**src/rtl/proj_pkg.sv**
```systemverilog
// Shared types and helpers for the triangle projection pipeline.
//   seq_state_t : frame sequencer states
//   CAM_W       : packed camera pose width {theta[8:0], x[6:0], y[6:0], z[6:0]}
//   THETA_W     : theta field width (degrees)
//   THETA_FULL  : one full turn in degrees
//   wrap_theta  : folds theta >= 360 back into 0..359; x/y/z pass through
package proj_pkg;

  localparam int unsigned CAM_W      = 30;
  localparam int unsigned THETA_W    = 9;
  localparam int unsigned THETA_FULL = 360;

  typedef enum logic [2:0] {
    IDLE,
    LATCH,
    ISSUE,
    DRAIN,
    DONE
  } seq_state_t;

  // A 9-bit theta tops out at 511, so a single subtraction of 360 is enough.
  function automatic logic [CAM_W-1:0] wrap_theta(input logic [CAM_W-1:0] cam);
    logic [THETA_W-1:0] theta;
    logic [CAM_W-1:0]   res;
    theta = cam[CAM_W-1 -: THETA_W];
    res   = cam;
    if (theta >= THETA_W'(THETA_FULL)) begin
      res[CAM_W-1 -: THETA_W] = theta - THETA_W'(THETA_FULL);
    end
    return res;
  endfunction

endpackage

```
**src/rtl/projection_frame_sequencer.sv**
```systemverilog
// Per-frame sequencer for the 3D->2D triangle projection pipeline.
// Snapshots the camera pose at frame start, issues SIZE triangle strobes to
// the projector (stalling on rasterizer back-pressure), counts returning
// projected triangles and pulses frame_done once all have come back. Because
// the projector walks its model addresses in lockstep with the strobes, issuing
// exactly SIZE strobes per frame keeps it aligned to triangle 0.
// Ports:
//   clk, rst         clock; synchronous active-high reset
//   enable           accept new frame_start pulses
//   frame_start      1-cycle frame request
//   camera_loc_in    {theta, x, y, z} camera pose
//   raster_busy      rasterizer back-pressure
//   proj_valid_out   projector result strobe
//   proj_valid_in    triangle strobe to projector
//   proj_camera_loc  latched (theta-wrapped) camera pose
//   frame_done       1-cycle pulse at frame completion
//   busy             sequencer not idle
//   overrun          sticky: frame request lost (queue already full)
//   wd_error         sticky: drain watchdog expired
module projection_frame_sequencer
  import proj_pkg::*;
#(
  parameter int unsigned SIZE      = 4,
  parameter int unsigned LATENCY   = 8,
  parameter int unsigned WD_CYCLES = 4096
) (
  input  logic             clk,
  input  logic             rst,
  input  logic             enable,
  input  logic             frame_start,
  input  logic [CAM_W-1:0] camera_loc_in,
  input  logic             raster_busy,
  input  logic             proj_valid_out,
  output logic             proj_valid_in,
  output logic [CAM_W-1:0] proj_camera_loc,
  output logic             frame_done,
  output logic             busy,
  output logic             overrun,
  output logic             wd_error
);

  localparam int unsigned CNT_W = $clog2(SIZE + 1);
  localparam int unsigned WD_W  = $clog2(WD_CYCLES + 1);

  localparam logic [CNT_W-1:0] LAST_ISSUE = CNT_W'(SIZE - 1);
  localparam logic [CNT_W-1:0] ALL_RET    = CNT_W'(SIZE);
  localparam logic [WD_W-1:0]  WD_LAST    = WD_W'(WD_CYCLES - 1);

  if (SIZE < 1 || LATENCY < 1 || WD_CYCLES < 1) begin : g_bad_params
    $error("projection_frame_sequencer: SIZE, LATENCY and WD_CYCLES must be >= 1");
  end

  seq_state_t       state, state_n;
  logic [CNT_W-1:0] issue_cnt;
  logic [CNT_W-1:0] ret_cnt, ret_cnt_n;
  logic [WD_W-1:0]  wd_cnt;
  logic             pending;

  logic start_req;
  logic ret_hit;
  logic ret_all;
  logic wd_expire;

  always_comb begin
    state_n       = state;
    proj_valid_in = 1'b0;
    frame_done    = 1'b0;
    busy          = (state != IDLE);
    start_req     = frame_start & enable;

    // Returns count in ISSUE and DRAIN only, and saturate at SIZE.
    ret_hit   = proj_valid_out && (state == ISSUE || state == DRAIN) && (ret_cnt != ALL_RET);
    ret_cnt_n = ret_cnt + CNT_W'(ret_hit);
    ret_all   = (ret_cnt_n == ALL_RET);
    wd_expire = (state == DRAIN) && !raster_busy && (wd_cnt == WD_LAST);

    case (state)
      IDLE: begin
        if (start_req) state_n = LATCH;
      end
      LATCH: begin
        state_n = ISSUE;
      end
      ISSUE: begin
        proj_valid_in = ~raster_busy;
        if (proj_valid_in && issue_cnt == LAST_ISSUE) state_n = DRAIN;
      end
      DRAIN: begin
        if (ret_all || wd_expire) state_n = DONE;
      end
      DONE: begin
        frame_done = 1'b1;
        // A request landing on DONE itself is taken straight away.
        state_n = (pending || start_req) ? LATCH : IDLE;
      end
      default: state_n = IDLE;
    endcase
  end

  always_ff @(posedge clk) begin
    if (rst) begin
      state           <= IDLE;
      issue_cnt       <= '0;
      ret_cnt         <= '0;
      wd_cnt          <= '0;
      pending         <= 1'b0;
      overrun         <= 1'b0;
      wd_error        <= 1'b0;
      proj_camera_loc <= '0;
    end else begin
      state <= state_n;

      case (state)
        LATCH: begin
          proj_camera_loc <= wrap_theta(camera_loc_in);
          issue_cnt       <= '0;
          ret_cnt         <= '0;
          wd_cnt          <= '0;
        end
        ISSUE: begin
          if (proj_valid_in) issue_cnt <= issue_cnt + CNT_W'(1);
          ret_cnt <= ret_cnt_n;
        end
        DRAIN: begin
          ret_cnt <= ret_cnt_n;
          if (!raster_busy) wd_cnt <= wd_cnt + WD_W'(1);
          // A frame that completes on the expiry cycle is not a timeout.
          if (wd_expire && !ret_all) wd_error <= 1'b1;
        end
        default: ;
      endcase

      // One-deep frame queue. DONE consumes the queued request; a second
      // request while one is already queued is dropped and flagged.
      if (state == DONE) begin
        pending <= 1'b0;
        if (start_req && pending) overrun <= 1'b1;
      end else if (state != IDLE && start_req) begin
        if (pending) overrun <= 1'b1;
        else         pending <= 1'b1;
      end
    end
  end

endmodule

```
**config.mk**
```make
export PLATFORM = sky130hd
export DESIGN_NAME = projection_frame_sequencer
export DESIGN_NICKNAME = d
export VERILOG_FILES = /design/src/rtl/proj_pkg.sv /design/src/rtl/projection_frame_sequencer.sv
export SDC_FILE = /design/constraint.sdc
export NUM_CORES = 1
export LEC_CHECK = 0
export CORE_ASPECT_RATIO = 0.9
export CORE_MARGIN = 2
export CORE_UTILIZATION = 35
export CTS_BUF_LIST = sky130_fd_sc_hd__clkbuf_8
export DETAILED_ROUTE_END_ITERATION = 6
export SLEW_MARGIN = 15
export SYNTH_ARGS = -nofsm -noshare
export SYNTH_HDL_FRONTEND = slang
export SYNTH_SLANG_ARGS = --single-unit
```
**constraint.sdc**
```tcl
create_clock -name clk -period 3.25 [get_ports clk]
set_clock_uncertainty 0.2 [all_clocks]
set_input_delay 0.325 -clock clk [delete_from_list [all_inputs] [get_ports clk]]
set_output_delay 0.325 -clock clk [all_outputs]
set_load 0.005 [all_outputs]
```
Word level (Yosys, flattened, before mapping)
Index checks and enable logic that the tools add are counted.
{"block": "op_classes", "add_sub_neg": 4, "magnitude_cmp": 1, "eq_ne": 14, "mux": 17, "bitwise_logic": 2, "n_reduce_logical": 27}
{"cell": "$pmux W13 S2", "count": 1}
{"cell": "$pmux W3 S5", "count": 1}
{"cell": "$add A13 B1 Y13 const B", "count": 1}
{"cell": "$eq A13 B12 Y1 const B", "count": 1}
{"cell": "$mux W13", "count": 1}
{"cell": "$mux W3", "count": 4}
{"cell": "$pmux W3 S2", "count": 2}
{"cell": "$reduce_bool A2 Y1", "count": 5}
{"cell": "$eq A3 B2 Y1 const B", "count": 3}
{"cell": "$ge A9 B9 Y1 const B", "count": 1}
{"cell": "$mux W9", "count": 1}
{"cell": "$sub A9 B9 Y9 const B", "count": 1}
{"cell": "$logic_and A1 B1 Y1", "count": 8}
{"cell": "$mux W1", "count": 7}
{"cell": "$eq A3 B3 Y1 const B", "count": 2}
{"cell": "$ne A2 B1 Y1 const B", "count": 3}
{"cell": "$ne A2 B2 Y1 const B", "count": 3}
{"cell": "$reduce_and A2 Y1", "count": 3}
{"cell": "$reduce_and A3 Y1", "count": 2}
{"cell": "$reduce_or A2 Y1", "count": 2}
{"cell": "$add A3 B1 Y3", "count": 1}
{"cell": "$add A3 B1 Y3 const B", "count": 1}
{"cell": "$eq A3 B1 Y1 const B", "count": 1}
{"cell": "$logic_not A3 Y1", "count": 1}
{"cell": "6 further kinds", "count": 9}
{"block": "word_totals", "reg_bits": 55, "wordCells": 73}

Depth between registers and ports, before layout
{"block": "logic_depth", "ltp_word": 9, "mapped_depth": 10}

Least setup slack after synthesis
OpenSTA, ideal clock, no wires.
{"block": "synth_path", "kind": "register to register", "start": "register state[1]", "end": "register wd_error", "setup_time_ps": 70, "arrival_time_ps": 2136, "path_slack_ps": 844, "stages_incl_launch_ff": 11, "path_buffers": 1, "path_cell_list": "dfxtp_1 clkbuf_1 nor2b_1 nand2_1 a21oi_1 ha_1 ha_1 xnor2_1 or3_1 or4b_1 a21oi_1"}
{"block": "synth_via", "elab_chain_cells": 9}
{"element": "start: declaration", "line": "projection_frame_sequencer.sv:53", "text": "seq_state_t state, state_n;"}
{"element": "start signal: assignment", "line": "projection_frame_sequencer.sv:111", "text": "state <= state_n;"}
{"element": "$eq A3 B2 Y1, on equally long branches", "line": "projection_frame_sequencer.sv:72, projection_frame_sequencer.sv:75, projection_frame_sequencer.sv:113"}
{"element": "$logic_or A1 B1 Y1", "line": "projection_frame_sequencer.sv:72", "text": "ret_hit = proj_valid_out && (state == ISSUE || state == DRAIN) && (ret_cnt != ALL_RET);"}
{"element": "$logic_and A1 B1 Y1 (2 in series)", "line": "projection_frame_sequencer.sv:72"}
{"element": "$add A3 B1 Y3", "line": "projection_frame_sequencer.sv:73", "text": "ret_cnt_n = ret_cnt + CNT_W'(ret_hit);"}
{"element": "$eq A3 B3 Y1", "line": "projection_frame_sequencer.sv:74", "text": "ret_all = (ret_cnt_n == ALL_RET);"}
{"element": "$logic_not A1 Y1", "line": "projection_frame_sequencer.sv:128", "text": "if (wd_expire && !ret_all) wd_error <= 1'b1;"}
{"element": "$logic_and A1 B1 Y1", "line": "projection_frame_sequencer.sv:128"}
{"element": "$reduce_and A2 Y1 (no source line) (*)"}
{"element": "end signal: assignment", "line": "projection_frame_sequencer.sv:108", "text": "wd_error <= 1'b0;"}
{"element": "end signal: assignment", "line": "projection_frame_sequencer.sv:128"}
{"element": "end: declaration", "line": "projection_frame_sequencer.sv:39", "text": "output logic wd_error"}
Every way passes the cells marked *; elsewhere a longest branch is shown, timed or not.
A chain may end at the register's enable or synchronous reset.

Final worst setup path
Ends and elaborated chain as after synthesis.

==> flow_metrics.tcl <==
set metrics [dict create \
    synth_top_family_by_area "simple AND/OR/NAND/NOR gates" \
    cts_sinks 55 \
    crit_arrival_ns 2.65 \
    powerDensity_nw_per_um2 422 \
    status "completed" \
    clkTransAtPathRegs_ns 0.10 \
    wl_per_cell_um 12.4 \
    fp.coreArea_um2 6590 \
    ys_async_sr_fraction_pct 0 \
    gp_congestion 0.849 \
    cp_cell_sequence "nor2b_1, nand2_1, a21oi_1, ha_1, ha_1, xnor2_1, or3_1, or4b_1, a21oi_1" \
    fill_cells 672 \
    synth_area_um2 2390 \
    utilization_pct 50.0 \
    netlist_instances 291 \
    layout-drive-gt1-share_pct 4.75 \
    die_w_um 91.1 \
    post_drt_via_cell_ratio 4.98 \
    p_sw_share_pct 24.9 \
    clk_latency_ns 0.32 \
    num_rows 28 \
    fin_setup_tns_ns 0 \
    avgSynthCellArea_um2 8.20 \
    drtAntennaViolNets 0 \
    seqPwrFrac_pct 51.3 \
    ir_worst_vdd_uv 214 \
    synth-compound-area-share_pct 19.0 \
    tightest_slew_ns 0.518 \
    critPathMaxStageDelay_ns 0.58 \
    path_buf_inv 0 \
    portBuffers 70 \
    area_growth_pct 38.0 \
    slew_headroom_pct 65.4 \
    start_util_pct 36.2 \
    fin_nets 399 \
    synth_seq_area_share_pct 46.1 \
    cpMaxStageDelayCell "dfxtp_1" \
    htreeDepth 2 \
    synth.net_count 333 \
    grt_max_degree 37 \
    drt-total-wl_mm 5.58 \
    die_h_um 82.4 \
    critPathLaunchType "register" \
    slew_viol_final 0 \
    p_comb_share_pct 14.2 \
    synth_edf_count 0 \
    path_class "register to register" \
    grt_pass1_wl_mm 9.58 \
    synth-adder-area-share_pct 3.14 \
    p_int_mw 1.04 \
    crit_fanout 14 \
    vias 2231 \
    drc 0 \
    die_area_um2 7500 \
    cts_buffer_depth 2 \
    ys_warn_count 0 \
    path_delay_family "simple AND/OR/NAND/NOR gates" \
    min_path_type "register to register" \
    setup_violations 0 \
    grt-ovfl-total 0 \
    ys_ff_latch 55 \
    hold_viol_final 0 \
    final_common_cell "clkdlybuf4s50_1" \
    synth_mux_area_share_pct 1.31 \
    rsz0062_at_grt "false" \
    clock.fmax_mhz 383 \
    dp.cells 440 \
    finalCritPeriodShare_pct 80.3 \
    cts_resized 0 \
    synth-simple-area-share_pct 25.2 \
    synth_xor_area_share_pct 1.47 \
    hpwl_mm 3.91 \
    period_minus_slack_ns 2.61 \
    ios 71 \
    n_antenna_cell 0 \
    numCtsBuffers 5 \
    fin_area_um2 3290 \
    gr-usage-all-layers_pct 15.8 \
    first_pass_iters 4 \
    cts-root-buf "clkbuf_8" \
    yosys.cell_types.count 45 \
    endpoint_kind "register" \
    ctsHoldBuffers 0 \
    antenna_found_initial 0 \
    cts_tree "built" \
    drt-initial-drc-count 82 \
    switching_power_uw 347 \
    ys.flop_type "dfxtp_1" \
    worstPathRequired_ns 3.29 \
    p_clk_share_pct 34.5 \
    place_area_um2 3180 \
    power.leakage_nw 1.13 \
    fin_cells 448 \
    post_cts_buffers 0 \
    mostFrequentLayoutCells "70 x clkdlybuf4s50_1, 59 x nand2_1, 55 x dfxtp_1" \
    grt_pass1_vias 2097 \
    drv_cap 0 \
]
==> routing by layer <==
layer	wire length, µm	GRT usage [%]	up-vias
met2	2420	24.8	56
met5	0	0	-
met1	2640	20.2	1015
met3	441	5.99	8
li1	-	-	1152
met4	72	5.00	0
==> tightest hold or removal path, delay by kind of cell (launching register included) <==
| kind | cells | cell delay, ns |
|---|---|---|
| AOI/OAI and AO/OA | 1 | 0.05 |
| DFF | 1 | 0.32 |
| buffers and inverters | 1 | 0.05 |
==> sequential cells by signal, summed over array words and instances (netlist names) <==
name             cells
issue_cnt            3
wd_cnt              13
pending              1
ret_cnt              3
state                3
wd_error             1
overrun              1
proj_camera_loc     30
==> per-stage QoR <==
stage / worst slack (ns) / hold slack (ns) / power, mW
after detailed placement: 0.647 / 0.246 / 0.928
after global routing: 0.435 / 0.278 / 1.46
after global placement: 0.769 / 0.241 / 0.928
after floorplan: 0.844 / 0.242 / 0.814
after CTS: 0.614 / 0.262 / 1.41
final: 0.640 / 0.257 / 1.39
==> kinds of logic after synthesis <==
logic type               after synthesis
XOR/XNOR                               4
AND/OR/NAND/NOR                      124
AO/OA/AOI/OAI                         76
flip-flops                            55
buffers and inverters                 23
adder cells (fa/ha/maj)                6
multiplexers                           3
==> power by group through the flow <==
stage	registers [mW]	clock network, mW	logic, mW
after global routing	0.719	0.528	0.218
final	0.714	0.481	0.197
after detailed placement	0.730	0	0.198
after CTS	0.715	0.498	0.200
after global placement	0.729	0	0.199
after floorplan	0.726	0	0.0875
==> cells in the mapped netlist, drive strengths merged (2+ instances only) <==
cell	n	area, µm²
a211oi	2	15.0
a21oi	42	210
a22oi	5	37.5
a311oi	3	26.3
and2	2	12.5
buf	3	15.0
clkbuf	12	45.0
dfxtp	55	1100
ha	6	75.1
inv	8	30.0
mux2i	2	20.0
nand2	59	221
nand2b	2	12.5
nand3b	3	22.5
nand4	6	37.5
nor2	22	82.6
nor2b	4	25.0
nor3	2	10.0
nor3b	2	15.0
o211ai	2	15.0
o21ai	12	60.1
o31ai	2	15.0
or3	12	80.1
xnor2	2	17.5
xor2	2	17.5
==> cell type report <==
cell class	instances	area, µm²	share of cell area (%)
Clock buffer	5	68.8	2.09
Clock inverter	3	50.0	1.52
Inverter	8	30.0	0.912
Multi-Input combinational cell	213	1200	36.5
Sequential cell	55	1100	33.4
Tap cell	90	113	3.42
Timing Repair Buffer	74	731	22.2
==> path summary, 6_finish.rpt <==
check / startpoint / slack (ns) / cells past startpoint / end
min reg2reg: wd_error / 0.26 / 2 / wd_error
max reg2reg: state[1] / 0.64 / 9 / wd_error
min: wd_error / 0.26 / 2 / wd_error
max: state[1] / 0.64 / 9 / wd_error
Note: power is estimated with default switching activity, not from simulation.
